==> src/rtl/vga_fb_pkg.sv <==
// Shared constants and types for the frame-buffer display path.
// The capture writer uses the same ADDR_W, PIX_W and FB_DEPTH.
package vga_fb_pkg;

    // 640x480@60 default timing, in pixels / lines
    localparam int unsigned DEF_H_ACTIVE = 640;
    localparam int unsigned DEF_H_FP     = 16;
    localparam int unsigned DEF_H_SYNC   = 96;
    localparam int unsigned DEF_H_BP     = 48;
    localparam int unsigned DEF_V_ACTIVE = 480;
    localparam int unsigned DEF_V_FP     = 10;
    localparam int unsigned DEF_V_SYNC   = 2;
    localparam int unsigned DEF_V_BP     = 33;

    localparam int unsigned H_TOTAL = DEF_H_ACTIVE + DEF_H_FP + DEF_H_SYNC + DEF_H_BP;
    localparam int unsigned V_TOTAL = DEF_V_ACTIVE + DEF_V_FP + DEF_V_SYNC + DEF_V_BP;

    localparam int unsigned FB_DEPTH = DEF_H_ACTIVE * DEF_V_ACTIVE;
    localparam int unsigned ADDR_W   = 19;
    localparam int unsigned PIX_W    = 12;

    // h/v counter width; covers totals up to 1024
    localparam int unsigned CNT_W = 10;

    // Per-pixel control bits carried alongside the RAM read
    typedef struct packed {
        logic active;
        logic hs_n;
        logic vs_n;
        logic first;
    } vga_ctl_t;

    localparam vga_ctl_t CTL_IDLE = '{active: 1'b0, hs_n: 1'b1, vs_n: 1'b1, first: 1'b0};

    // RGB444 pixel as stored in the frame buffer
    typedef struct packed {
        logic [3:0] r;
        logic [3:0] g;
        logic [3:0] b;
    } rgb444_t;

endpackage

==> src/rtl/vga_timing_gen.sv <==
// Free-running VGA h/v counters with active/sync decode.
// Control outputs are combinational from the counters (stage 0).
module vga_timing_gen
    import vga_fb_pkg::*;
#(
    parameter int unsigned H_ACTIVE = DEF_H_ACTIVE,
    parameter int unsigned H_FP     = DEF_H_FP,
    parameter int unsigned H_SYNC   = DEF_H_SYNC,
    parameter int unsigned H_BP     = DEF_H_BP,
    parameter int unsigned V_ACTIVE = DEF_V_ACTIVE,
    parameter int unsigned V_FP     = DEF_V_FP,
    parameter int unsigned V_SYNC   = DEF_V_SYNC,
    parameter int unsigned V_BP     = DEF_V_BP
) (
    input  logic     i_clk,
    input  logic     i_rst,
    output vga_ctl_t o_ctl,
    output logic     o_frame_end
);

    localparam int unsigned H_TOT = H_ACTIVE + H_FP + H_SYNC + H_BP;
    localparam int unsigned V_TOT = V_ACTIVE + V_FP + V_SYNC + V_BP;

    localparam logic [CNT_W-1:0] H_LAST = CNT_W'(H_TOT - 1);
    localparam logic [CNT_W-1:0] H_VIS  = CNT_W'(H_ACTIVE);
    localparam logic [CNT_W-1:0] HS_BEG = CNT_W'(H_ACTIVE + H_FP);
    localparam logic [CNT_W-1:0] HS_END = CNT_W'(H_ACTIVE + H_FP + H_SYNC);
    localparam logic [CNT_W-1:0] V_LAST = CNT_W'(V_TOT - 1);
    localparam logic [CNT_W-1:0] V_VIS  = CNT_W'(V_ACTIVE);
    localparam logic [CNT_W-1:0] VS_BEG = CNT_W'(V_ACTIVE + V_FP);
    localparam logic [CNT_W-1:0] VS_END = CNT_W'(V_ACTIVE + V_FP + V_SYNC);

    logic [CNT_W-1:0] r_h_cnt;
    logic [CNT_W-1:0] r_v_cnt;
    logic             w_h_last;
    logic             w_v_last;

    assign w_h_last = (r_h_cnt == H_LAST);
    assign w_v_last = (r_v_cnt == V_LAST);

    // Pixel counter wraps each line; line counter advances on the pixel wrap
    always_ff @(posedge i_clk or posedge i_rst) begin
        if (i_rst) begin
            r_h_cnt <= '0;
            r_v_cnt <= '0;
        end else if (w_h_last) begin
            r_h_cnt <= '0;
            r_v_cnt <= w_v_last ? '0 : r_v_cnt + CNT_W'(1);
        end else begin
            r_h_cnt <= r_h_cnt + CNT_W'(1);
        end
    end

    // Stage-0 decode of visibility, syncs and the (0,0) marker
    always_comb begin
        o_ctl.active = (r_h_cnt < H_VIS) && (r_v_cnt < V_VIS);
        o_ctl.hs_n   = !((r_h_cnt >= HS_BEG) && (r_h_cnt < HS_END));
        o_ctl.vs_n   = !((r_v_cnt >= VS_BEG) && (r_v_cnt < VS_END));
        o_ctl.first  = (r_h_cnt == '0) && (r_v_cnt == '0);
        o_frame_end  = w_h_last && w_v_last;
    end

endmodule

==> src/rtl/vga_fb_reader.sv <==
// Display-side frame-buffer reader: issues one RAM read per visible
// pixel and drives the returned RGB444 onto the VGA pins, with syncs
// delayed so colour and sync leave on the same cycle (2+RD_LAT latency).
module vga_fb_reader
    import vga_fb_pkg::*;
#(
    parameter int unsigned H_ACTIVE = DEF_H_ACTIVE,
    parameter int unsigned H_FP     = DEF_H_FP,
    parameter int unsigned H_SYNC   = DEF_H_SYNC,
    parameter int unsigned H_BP     = DEF_H_BP,
    parameter int unsigned V_ACTIVE = DEF_V_ACTIVE,
    parameter int unsigned V_FP     = DEF_V_FP,
    parameter int unsigned V_SYNC   = DEF_V_SYNC,
    parameter int unsigned V_BP     = DEF_V_BP,
    parameter int unsigned RD_LAT   = 1
) (
    input  logic              PCLK_VGA,
    input  logic              rst,
    output logic [ADDR_W-1:0] rd_addr,
    output logic              rd_en,
    input  logic [PIX_W-1:0]  rd_data,
    output logic [3:0]        VGA_R,
    output logic [3:0]        VGA_G,
    output logic [3:0]        VGA_B,
    output logic              VGA_HS,
    output logic              VGA_VS,
    output logic              frame_start
);

    vga_ctl_t          w_ctl;
    logic              w_frame_end;
    rgb444_t           w_pix;
    logic [ADDR_W-1:0] r_addr_cnt;
    vga_ctl_t          r_dl [RD_LAT+1];

    assign w_pix = rd_data;

    vga_timing_gen #(
        .H_ACTIVE (H_ACTIVE),
        .H_FP     (H_FP),
        .H_SYNC   (H_SYNC),
        .H_BP     (H_BP),
        .V_ACTIVE (V_ACTIVE),
        .V_FP     (V_FP),
        .V_SYNC   (V_SYNC),
        .V_BP     (V_BP)
    ) u_timing (
        .i_clk       (PCLK_VGA),
        .i_rst       (rst),
        .o_ctl       (w_ctl),
        .o_frame_end (w_frame_end)
    );

    // Linear address tracks visible pixels; cleared once per frame
    always_ff @(posedge PCLK_VGA or posedge rst) begin
        if (rst) begin
            r_addr_cnt <= '0;
        end else if (w_frame_end) begin
            r_addr_cnt <= '0;
        end else if (w_ctl.active) begin
            r_addr_cnt <= r_addr_cnt + ADDR_W'(1);
        end
    end

    // Stage 1: read request; address holds through blanking
    always_ff @(posedge PCLK_VGA or posedge rst) begin
        if (rst) begin
            rd_en   <= 1'b0;
            rd_addr <= '0;
        end else begin
            rd_en <= w_ctl.active;
            if (w_ctl.active) begin
                rd_addr <= r_addr_cnt;
            end
        end
    end

    // Control delay line: 1 stage for the request register plus RD_LAT for the RAM
    always_ff @(posedge PCLK_VGA or posedge rst) begin
        if (rst) begin
            for (int unsigned i = 0; i <= RD_LAT; i++) begin
                r_dl[i] <= CTL_IDLE;
            end
        end else begin
            r_dl[0] <= w_ctl;
            for (int unsigned i = 1; i <= RD_LAT; i++) begin
                r_dl[i] <= r_dl[i-1];
            end
        end
    end

    // Output stage: RAM pixel when visible, forced black in blanking
    always_ff @(posedge PCLK_VGA or posedge rst) begin
        if (rst) begin
            VGA_R       <= '0;
            VGA_G       <= '0;
            VGA_B       <= '0;
            VGA_HS      <= 1'b1;
            VGA_VS      <= 1'b1;
            frame_start <= 1'b0;
        end else begin
            if (r_dl[RD_LAT].active) begin
                VGA_R <= w_pix.r;
                VGA_G <= w_pix.g;
                VGA_B <= w_pix.b;
            end else begin
                VGA_R <= '0;
                VGA_G <= '0;
                VGA_B <= '0;
            end
            VGA_HS      <= r_dl[RD_LAT].hs_n;
            VGA_VS      <= r_dl[RD_LAT].vs_n;
            frame_start <= r_dl[RD_LAT].first;
        end
    end

endmodule

==> config.mk <==
export PLATFORM = sky130hd
export DESIGN_NAME = vga_fb_reader
export DESIGN_NICKNAME = d
export VERILOG_FILES = /design/src/rtl/vga_fb_pkg.sv /design/src/rtl/vga_timing_gen.sv /design/src/rtl/vga_fb_reader.sv
export SDC_FILE = /design/constraint.sdc
export NUM_CORES = 1
export LEC_CHECK = 0
export CAP_MARGIN = 0
export CORE_ASPECT_RATIO = 0.8
export CORE_MARGIN = 2
export CORE_UTILIZATION = 54
export DETAILED_ROUTE_END_ITERATION = 7
export GPL_TIMING_DRIVEN = 0
export PLACE_DENSITY = 0.87
export RECOVER_POWER = 25
export SYNTH_ARGS = -nofsm -noshare
export SYNTH_HDL_FRONTEND = slang
export SYNTH_SLANG_ARGS = --single-unit
==> constraint.sdc <==
create_clock -name PCLK_VGA -period 3.2 [get_ports PCLK_VGA]
set_input_delay 0.32 -clock PCLK_VGA [delete_from_list [all_inputs] [get_ports PCLK_VGA]]
set_output_delay 0.32 -clock PCLK_VGA [all_outputs]
set_load 0.01 [all_outputs]
# Word level (Yosys, flattened, before mapping)
# Index checks and enable logic that the tools add are counted.
[classes]
magnitude_cmp = 6
n_addsub = 3
n_eq_ne = 2
mux = 7
n_reduce_logical = 10
[ops]
columns = ["operator", "n"]
rows = [
  ["19-bit two-way mux", 2],
  ["10-bit by 1-bit adder with 10-bit output, second input constant", 2],
  ["10-bit equality test, second input constant", 2],
  ["10-bit zero test", 2],
  ["10-bit less-than comparator, second input constant", 2],
  ["10-bit by 9-bit less-than comparator with 1-bit output, second input constant", 2],
  ["10-bit two-way mux", 2],
  ["19-bit by 1-bit adder with 19-bit output, second input constant", 1],
  ["4-bit two-way mux", 3],
  ["10-bit >= comparator, second input constant", 1],
  ["10-bit by 9-bit >= comparator with 1-bit output, second input constant", 1],
  ["1-bit logical AND", 5],
  ["1-bit zero test", 2],
  ["2-bit nonzero test", 1],
]
[word_totals]
in_bits = 14
output_inout_bits = 35
register_bits = 81
word_cells = 46

# Longest topological paths before layout
# Gate-level depths: netlist of the first run.
[depth]
ltp_word = 4
mapped_depth = 7
ltp_nobuf = 6

# Modules after synthesis
# From an unflattened synthesis of the first run, not the netlist that was laid out.
[unflattened]
cells_unflattened = 289
area_unflattened_um2 = 3462.1
[by_module_without_submodules]
columns = ["mod", "cells_per_inst", "area_per_inst_um2", "seq_area_each_um2", "instances"]
rows = [
  ["vga_fb_reader", 176, 2381.0, 1534.0, 1],
  ["vga_timing_gen", 113, 1081.0, 500.5, 1],
]

# Worst setup path before layout of the first run
# Ideal clock, no wire load.
[synth_timing]
path_kind = "reg-to-reg"
start = "register u_timing.r_v_cnt[0]"
end = "register r_addr_cnt[0]"
path_stages_with_launch = 8
setup_ps = 121
t_arrival_ps = 1756
n_path_buf = 1
slack_ps = 1323
required_time_ps = 3079
period_less_slack_ps = 1877
path_cell_list = "dfrtp_1 -> inv_1 -> ha_1 -> nor4b_2 -> nand3_1 -> nor2_2 -> buf_2 -> nor2_1"
[synth_via]
elab_chain_cells = 3
word_cells_on_any_way = 6
classes_between = "order compare (1); eq/ne (1); mux (1); reduce/logical (3)"
[synth_lines]
columns = ["element", "line_no", "source"]
rows = [
  ["start: declaration", "vga_timing_gen.sv:34", "logic [CNT_W-1:0] r_v_cnt;"],
  ["start signal: assignment", "vga_timing_gen.sv:48", "r_v_cnt <= w_v_last ? '0 : r_v_cnt + CNT_W'(1);"],
  ["10-bit by 9-bit less-than comparator with 1-bit output or 10-bit equality test (tied branches)", "vga_timing_gen.sv:56, vga_timing_gen.sv:39", ""],
  ["1-bit logical AND (on tied branches)", "vga_timing_gen.sv:56, vga_timing_gen.sv:60", ""],
  ["2-bit nonzero test (no line) or 19-bit two-way mux (tied branches)", "-", ""],
  ["end signal: assignment", "vga_fb_reader.sv:61", "r_addr_cnt <= r_addr_cnt + ADDR_W'(1);"],
  ["end: declaration", "vga_fb_reader.sv:33", "logic [ADDR_W-1:0] r_addr_cnt;"],
]
# Several ways; a longest one is shown, not always the timed one.
# A chain may end at the register's enable or synchronous reset.

# Worst setup path after layout of the first run
[layout_timing]
start = "register u_timing.r_v_cnt[1]"
end = "register r_addr_cnt[17]"
# Same word-level chain as after synthesis.

==> flow_summary_export.csv, run 1 <==
group,metric,value,unit
clocking,cts-resized-gates,0,
timing,fin_crit,2.57,ns
grt,grt.busiest_layer,"met2",
floorplan,io_pins,49,
yosys,syn_nets,357,
route,post_drt_wl_per_cell,15.8,µm
run,drv_cap,1,
pwr,leakage,1.84,nW
yosys,synth_warnings,0,
timing,worstMarginPinSlew,1.71,ns
finish,nets,417,
critical_path,crit_fanout,10,
clocking,clk_latency,0.36,ns
yosys,muxShareOfSynthArea,0.577,%
grt,grt_pass1_vias,2702,
route,drt_iter0_drc,203,
finish,n_antenna_cell,0,
floorplan,die_height,75.7,µm
timing,fmax,390,MHz
floorplan,die_area,7080,µm²
grt,gr-usage-met1,29.5,%
critical_path,reg2reg_setup_slack,0.63,ns
clocking,cts.htree.levels,3,
clocking,postCtsHoldBufs,0,
route,vias_per_cell,5.76,
timing,worst_slack,0.633,ns
yosys,seq_area_frac_synth,58.7,%
floorplan,row_count,26,
yosys,syn-cell-area,3470,µm²
yosys,synth_adder_area_share,1.80,%
yosys,ys_ff_latch,81,
grt,overflow,0,
critical_path,cp.arrival,2.81,ns
route,vias,2806,
clocking,cts_max_path_buffers,2,
run_status,violations,"capacitance limit, slew limit",
critical_path,max_stage_delay,0.50,ns
place,pre_cts_ws,0.766,ns
place,hpwlAfterDp,5200,µm
yosys,syn_inst,338,
critical_path,path_cells,"inv_1 > ha_1 > nor4b_2 > nand3_1 > nor2_2 > buf_2 > a21oi_1",
grt,antenna_found_initial,0,
yosys,synth_top_family_by_area,"simple AND/OR/NAND/NOR gates",
yosys,yosys.area_share.xor_xnor,3.28,%
place,gp_congestion,0.894,
grt,use_met3,7.62,%
critical_path,worstSetupStartpointType,"register",
timing,timing.final.crit_share,80.2,%
clocking,postCtsSetupBuffers,0,
finish,syn2layout_area_growth,22.5,%
route,ant_nets,0,
critical_path,crit_family,"simple AND/OR/NAND/NOR gates",
yosys,avgSynthCellArea,10.3,µm²
finish,drive_above_1_share,7.44,%
critical_path,crit_required,3.44,ns
grt,grt_usage,23.2,%
critical_path,slowest_stage,"nor2_2",
min_path,holdCritPathClass,"register to register",
route,routed_wirelength,7680,µm
route,drtPass1Iterations,4,
clocking,cts_sinks,81,
timing,slew_headroom,-13.8,%
finish,final_cell_area,4250,µm²
route,drc,0,
clocking,root_buffer,"clkbuf_8",
timing,setup_violations,0,
yosys,synth-compound-area-share,8.33,%
grt,grt_first_pass_wirelength,12600,µm
grt,grt_util_met2,37.8,%
place,port_buffers,48,
yosys,synth-simple-area-share,24.7,%
floorplan,core_area,6310,µm²
timing,hold_viol,0,
place,place_area,4080,µm²
clocking,cts_buffers,9,
floorplan,start_util,55.0,%
critical_path,path_class,"register to register",
critical_path,worst_setup_path_end_kind,"register",
timing,drv_slew,74,
timing,clock-skew-final,0.0119,ns
pwr,irDropWorstVdd,0.000284,V
floorplan,die_w,93.6,µm
clocking,cts_tree,"yes",
timing,rsz0062_at_grt,"false",
finish,final_util,67.3,%
clocking,clk_pin_slew,0.08,ns
run_status,outcome,"finished with violations",
pwr,power_density,423,nW/µm²
critical_path,critPathBufInv,2,
grt,grt_max_degree,74,
yosys,synth_cell_types,36,
[cell type report]
cell class / count / area [µm²]
Buffer: 12 / 53.8
Clock buffer: 10 / 138
Tap cell: 84 / 105
Fill cell: 478 / 2060
Timing Repair Buffer: 49 / 485
Clock inverter: 6 / 50.0
Multi-Input combinational cell: 235 / 1340
Inverter: 10 / 38.8
Sequential cell: 81 / 2030
[final timing paths]
kind,startpoint,end,cells after the start
max reg2reg,u_timing.r_v_cnt[1],r_addr_cnt[17],7
min reg2reg,r_dl[0],frame_start,0
max in group asynchronous,rst,u_timing.r_h_cnt[1],3
min,r_dl[0],frame_start,0
min in group asynchronous,rst,VGA_R[1],2
max,u_timing.r_v_cnt[1],r_addr_cnt[17],7
[cell usage in the layout, fill, tap and decap left out, drive strengths merged, types with 6 or more instances in the layout]
cell	n
clkdlybuf4s50	47
clkbuf	21
and3	9
o21ai	15
or4	11
dfstp	6
nand4	14
and2	13
nand2	65
dfrtp	75
xnor2	8
inv	11
o31ai	12
a21oi	16
nand3	21
nor2	13
[cell families (layout without fill, tap and decap cells)]
logic type,Yosys count,in the layout
mux,2,2
buf+inv,22,87
fa+ha+maj,5,5
xor+xnor,13,13
compound gates,49,49
flops,81,81
simple gates,166,166
[metrics by stage]
stage	hold WS [ns]	instances	setup TNS, ns	power [W]
after floorplan	0.331	338	0	0.00108
after global placement	0.332	470	-29.71	0.00111
after detailed placement	0.335	471	0	0.00112
after CTS	0.200	487	0	0.00181
after global routing	0.362	487	0	0.00187
final	0.353	487	0	0.00180
[Yosys cell counts]
master	instances	area, µm²
a21boi_0	1	7.51
a21oi_1	16	80.1
a22o_1	1	8.76
a31oi_1	2	12.5
and2_1	13	81.3
and3_1	9	56.3
and4_1	2	17.5
and4_4	1	11.3
and4b_1	1	10.0
buf_2	1	5.00
buf_6	1	11.3
clkbuf_1	10	37.5
dfrtp_1	75	1880
dfstp_2	6	158
ha_1	5	62.6
inv_1	10	37.5
mux2i_1	2	20.0
nand2_1	65	244
nand2b_1	1	6.26
nand3_1	21	105
nand4_1	14	87.6
nor2_1	12	45.0
nor2_2	1	6.26
nor2b_1	2	12.5
nor3_1	2	10.0
nor4_1	5	31.3
nor4b_2	1	15.0
o21a_1	1	7.51
o21ai_0	15	75.1
o21bai_1	1	7.51
o31ai_1	12	90.1
or3_1	5	31.3
or4_1	10	75.1
or4_4	1	11.3
xnor2_1	8	70.1
xor2_1	5	43.8
[power breakdown]
part           switching [W]  internal [W]  total [W]
clock network       0.000393      0.000310   0.000703
registers         0.00000215       0.00103    0.00103
logic              0.0000296     0.0000305  0.0000601
[sequential cells by signal, indices dropped and copies added, names as in the netlist, 4 cells and up]
register	flops
r_dl	8
VGA_B	4
r_addr_cnt	19
rd_addr	19
u_timing.r_h_cnt	10
VGA_R	4
u_timing.r_v_cnt	10
VGA_G	4
[routing by layer]
metal,vias to the layer above,wire length [µm]
met5,-,0
li1,1303,-
met2,105,3810
met4,0,144
met1,1380,3230
met3,18,498
[worst register-to-register path: cells and delay by family, from the launching register on]
kind                     cells  cell delay, ns
buffers and inverters        2            0.44
adder cells (fa/ha/maj)      1            0.13
AO/OA/AOI/OAI                1            0.08
flip-flops                   1            0.45
AND/OR/NAND/NOR              3            1.33
No activity file was read; power rests on OpenSTA's default activity.
==> inputs of run 2 (changes only) <==
Settings changed: CORE_UTILIZATION 54 to 49, PLACE_DENSITY 0.87 to 0.84.
Clock period 3.2 ns to 2.1 ns, I/O delays scaled along.
==> run 2 against run 1 <==
  * The flow now finishes without violations
  * Clock power up 59%
  * Maximum frequency up 28%
  * Final cell count up 1.4%
  * Via count down 2.2%
  * Core utilization down 4.0 points
  * Highest routed layer unchanged
  * Clock skew down 0.0050 ns
  * Non-clock buffer count up 4
  * Total power up 55%
  * Wire length down 2.0%
  * Die area up 9.7%
  * Combinational power up 60%
  * Critical path depth unchanged
==> flow_summary_export.csv, run 2 (synthesis gave the netlist of run 1 again) <==
group,metric,value,unit
grt,grt_first_pass_wirelength,13000,µm
finish,drive_above_1_share,10.1,%
pwr,pwr-share-comb,3.4,%
route,vias_per_cell,5.55,
pwr,power_density,642,nW/µm²
floorplan,io_pins,49,
pwr,irDropWorstVdd,0.000380,V
critical_path,worst_setup_path_end_kind,"register",
clocking,root_buffer,"clkbuf_8",
finish,nets,421,
critical_path,path_cells,"inv_1 > ha_1 > nor4b_4 > nand3_2 > nor2_4 > buf_2 > a21oi_1",
floorplan,start_util,50.6,%
critical_path,crit_fanout,10,
min_path,holdCritPathClass,"register to register",
place,gp_congestion,0.882,
place,hpwlAfterDp,5170,µm
floorplan,die_w,98.1,µm
pwr,p_switching,0.000617,W
finish,final_cell_area,4340,µm²
pwr,leakage,1.90,nW
grt,grt_usage,21.2,%
route,routed_wirelength,7530,µm
finish,final_util,63.3,%
clocking,cts_buffers,9,
timing,worstMarginPinSlew,0.938,ns
finish,register_area,2040,µm²
clocking,cts_tree,"yes",
pwr,p_int,0.00217,W
timing,fin_crit,2.01,ns
timing,fmax,498,MHz
grt,grt_max_degree,45,
timing,slew_headroom,37.3,%
clocking,clk_pin_slew,0.08,ns
floorplan,core_area,6860,µm²
min_path,hp-start,"r_dl[0]",
run,drv_cap,0,
clocking,cts.htree.levels,3,
finish,n_antenna_cell,0,
critical_path,r2r_start,"u_timing.r_v_cnt[0]",
grt,antenna_found_initial,0,
floorplan,die_area,7770,µm²
pwr,p_seq_share,56.4,%
floorplan,die_height,79.3,µm
finish,reg_top3,"r_addr_cnt (19), rd_addr (19)",
timing,setup_violations,0,
timing,timing.final.crit_share,95.7,%
place,port_buffers,48,
grt,grt_pass1_vias,2755,
route,drt_iter0_drc,172,
route,drtPass1Iterations,4,
timing,hold_viol,0,
finish,layout_commonest_cell,"dfrtp_1",
clocking,clk_latency,0.36,ns
finish,fillCellCount,550,
finish,multi_input_area,1370,µm²
timing,hold-worst-slack,0.351,ns
route,ant_nets,0,
critical_path,cp.arrival,2.24,ns
critical_path,crit_required,2.33,ns
critical_path,crit_start,"u_timing.r_v_cnt[0]",
clocking,cts_max_path_buffers,2,
floorplan,row_count,27,
critical_path,slowest_stage,"dfrtp_1",
finish,mostFrequentLayoutCells,"74 x dfrtp_1, 65 x nand2_1, 47 x clkdlybuf4s50_1",
place,place_area,4080,µm²
pwr,swShare,22.1,%
critical_path,max_stage_delay,0.43,ns
timing,drv_slew,0,
pwr,power.share.clock,40.1,%
critical_path,worstSetupStartpointType,"register",
clocking,cts_sinks,81,
finish,syn2layout_area_growth,25.2,%
route,post_drt_wl_per_cell,15.2,µm
route,vias,2743,
grt,overflow,0,
route,drc,0,
timing,clock-skew-final,0.00694,ns
critical_path,path_class,"register to register",
run_status,outcome,"finished clean",
run 2: cell count changes in the layout (fill, tap and decap cells not counted), moves of 2 or more:
cell      before  now
buf_4          0    5
clkbuf_2       1    3
nand3_2        0    2
and2_0         1    5
nand3_1       21   19
clkbuf_1      10    6
and2_1        12    8
run 2: path summary, 6_finish.rpt:
kind / slack (ns) / endpoint / cells past startpoint
min in group asynchronous: 0.52 / VGA_B[0] / 2
hold / removal: 0.35 / frame_start / 0
setup / recovery: 0.09 / r_addr_cnt[12] / 7
hold reg to reg: 0.35 / frame_start / 0
max in group asynchronous: 0.89 / u_timing.r_h_cnt[8] / 3
setup reg to reg: 0.09 / r_addr_cnt[12] / 7
run 2: repair_timing:
| item | in CTS | in global routing |
|---|---|---|
| setup buffers | 0 | 5 |
| setup endpoints to repair | 20 | 27 |
| hold buffers | 0 | 0 |
| pin swaps | 0 | 1 |
| gates resized for setup | 5 | 9 |
run 2: cell type report:
type	instances	share of cell area [%]
sequential	81	46.9
multi-input combinational	235	31.5
timing repair buffer	54	12.4
clock buffer	10	2.94
tap	87	2.51
clock inverter	6	1.53
buffer	11	1.33
inverter	10	0.951
run 2: metal layers:
layer  global-route usage [%]  part of all wire [%]  routed length (µm)
met1                     27.5                    43                3270
met2                     34.0                    49                3720
met3                     7.48                   6.1                 463
met4                     5.69                   1.0                  76
met5                        0                     0                   0
run 2: power groups by stage:
stage                     Clock (W)  Combinational (W)  Sequential, W
after CTS                   0.00115          0.0000999        0.00157
after floorplan                   0          0.0000308        0.00161
after detailed placement          0          0.0000994        0.00160
final                       0.00112          0.0000960        0.00157
after global routing        0.00122           0.000107        0.00157
after global placement            0          0.0000919        0.00160
run 2: per-stage QoR:
step	std cells	worst slack (ns)	TNS [ns]	power, W
floorplan	338	0.223	0	0.00164
global route	494	-0.0168	-0.0255	0.00291
finish	494	0.0905	0	0.00279
CTS	490	0.0106	0	0.00282
global placement	473	-0.256	-2.52	0.00170
detailed placement	474	-0.342	-3.64	0.00170
run 2: worst max-delay path: cells and delay by family (launching register included):
| kind | cells | cell delay, ns |
|---|---|---|
| AND/OR/NAND/NOR | 3 | 0.86 |
| adder cells (fa/ha/maj) | 1 | 0.15 |
| AO/OA/AOI/OAI | 1 | 0.07 |
| flip-flops | 1 | 0.43 |
| buffers and inverters | 2 | 0.37 |
==> inputs of run 3 (changes only) <==
Settings changed: CELL_PAD_IN_SITES_DETAIL_PLACEMENT from default to 1, CELL_PAD_IN_SITES_GLOBAL_PLACEMENT from default to 2, CORE_UTILIZATION 49 to 32, CTS_BUF_LIST from default to sky130_fd_sc_hd__clkbuf_8, HOLD_SLACK_MARGIN from default to 0.15, PLACE_DENSITY 0.84 to 0.85.
==> run 3 against run 2 <==
  * Wire length rose by 14%
  * Sequential power hardly changed
  * Total power is 11% higher
  * First-iteration DRC count shrank 37%
  * Largest cell class unchanged
  * Largest power group unchanged
  * Highest routed layer unchanged
==> flow_summary_export.csv, run 3 (synthesis gave the netlist of run 1 again) <==
group,metric,value,unit
timing,clock-skew-final,0.0122,ns
critical_path,reg2reg_setup_slack,0.12,ns
pwr,power_density,696,nW/µm²
critical_path,crit_start,"u_timing.r_h_cnt[7]",
grt,grt_max_degree,39,
clocking,cts_buffers,9,
timing,setup_violations,0,
timing,fin_crit,1.98,ns
critical_path,r2r_start,"u_timing.r_h_cnt[7]",
finish,layout_commonest_cell,"dfrtp_1",
critical_path,max_stage_delay,0.53,ns
critical_path,crit_fanout,7,
finish,fillCellCount,1175,
clocking,cts_sinks,81,
route,drtPass1Iterations,4,
timing,drv_slew,0,
route,routed_wirelength,8620,µm
grt,grt_first_pass_wirelength,14600,µm
timing,timing.final.crit_share,94.2,%
route,drt_iter0_drc,109,
floorplan,io_pins,49,
place,gp_congestion,0.786,
finish,final_cell_area,4450,µm²
floorplan,die_area,11700,µm²
grt,overflow,0,
pwr,finalPower,0.00309,W
floorplan,die_height,97.1,µm
route,post_drt_wl_per_cell,15.8,µm
min_path,holdPathStages,0,
timing,fmax,506,MHz
critical_path,path_class,"register to register",
floorplan,row_count,33,
clocking,cts_max_path_buffers,2,
critical_path,r2r_cells,4,
critical_path,cp_num_cells,4,
critical_path,crit_required,2.37,ns
finish,nets,419,
critical_path,worst_setup_path_end_kind,"register",
min_path,hp-start,"r_dl[4]",
critical_path,cp.arrival,2.25,ns
place,place_area,4170,µm²
grt,grt_pass1_vias,2903,
route,drc,0,
finish,drive_above_1_share,10.4,%
pwr,leakage,1.92,nW
finish,reg_top3,"r_addr_cnt (19), rd_addr (19)",
floorplan,core_area,10400,µm²
timing,slew_headroom,64.8,%
route,ant_nets,0,
timing,hold_viol,0,
critical_path,critPathBufInv,0,
run,drv_cap,0,
critical_path,path_cells,"o21a_1 > or4_4 > or4_1 > a21oi_1",
grt,antenna_found_initial,0,
clocking,root_buffer,"clkbuf_8",
place,port_buffers,48,
critical_path,r2r-end,"r_addr_cnt[15]",
critical_path,slowest_stage,"or4_4",
route,vias,2752,
finish,mostFrequentLayoutCells,"71 x dfrtp_1, 65 x nand2_1, 47 x clkdlybuf4s50_1",
route,vias_per_cell,5.05,
run_status,outcome,"finished clean",
floorplan,start_util,33.3,%
clocking,clk_pin_slew,0.08,ns
critical_path,worstSetupStartpointType,"register",
timing,fin_setup_tns,0,ns
timing,worstMarginPinSlew,0.528,ns
clocking,clk_latency,0.35,ns
critical_path,critPathCapture,"r_addr_cnt[15]",
timing,hold-worst-slack,0.351,ns
min_path,holdCritPathClass,"register to register",
place,hpwlAfterDp,6120,µm
critical_path,crit_family,"simple AND/OR/NAND/NOR gates",
clocking,cts_tree,"yes",
grt,grt_usage,15.7,%
floorplan,die_w,120,µm
finish,n_antenna_cell,0,
pwr,irDropWorstVdd,0.000335,V
clocking,cts.htree.levels,3,
finish,syn2layout_area_growth,28.2,%
[run 3: metrics by stage]
stage                     instances  util (%)  worst slack, ns
after detailed placement        528      40.1           -0.389
after global placement          526      39.7           -0.407
after CTS                       546      42.8           0.0332
after floorplan                 338         -            0.223
after global routing            545      42.7          -0.0162
final                           545      42.7            0.122
[run 3: final cells by class]
cell class / count / area (µm²) / share of cell area, %
Timing Repair Buffer: 52 / 513 / 11.5
Buffer: 11 / 58.8 / 1.32
Clock buffer: 11 / 151 / 3.41
Clock inverter: 5 / 103 / 2.31
Multi-Input combinational cell: 235 / 1370 / 30.7
Tap cell: 140 / 175 / 3.94
Inverter: 10 / 38.8 / 0.873
Sequential cell: 81 / 2040 / 45.9
[run 3: layer usage]
metal	routed length (µm)	track usage, %
met1	4050	21.2
met2	4160	25.4
met3	299	3.29
met5	0	0
met4	103	4.65
[run 3: worst reg2reg max path: stages (launching register included)]
cell and delay (ns):
dfrtp_1 0.47, o21a_1 0.25, or4_4 0.53, or4_1 0.49, a21oi_1 0.17
[run 3: what timing repair did]
item | in CTS | in global routing
hold buffers | 1 | 0
setup buffers | 1 | 0
endpoints found under the hold margin | 7 | 0
gates resized for setup | 5 | 14
setup endpoints to repair | 40 | 41
pin swaps | 1 | 0
[run 3: how the worst min path moves through the flow]
stage | endpoint | slack [ns]
after floorplan | frame_start | 0.33
after global placement | r_dl[0] | 0.33
after detailed placement | frame_start | 0.34
after CTS | frame_start | 0.36
after global routing | r_dl[0] | 0.36
final | r_dl[0] | 0.35
[run 3: power by group]
| group | switching, W | internal, W | total (W) |
|---|---|---|---|
| Clock | 0.000570 | 0.000853 | 0.00142 |
| Combinational | 0.0000474 | 0.0000488 | 0.0000962 |
| Sequential | 0.00000343 | 0.00157 | 0.00157 |
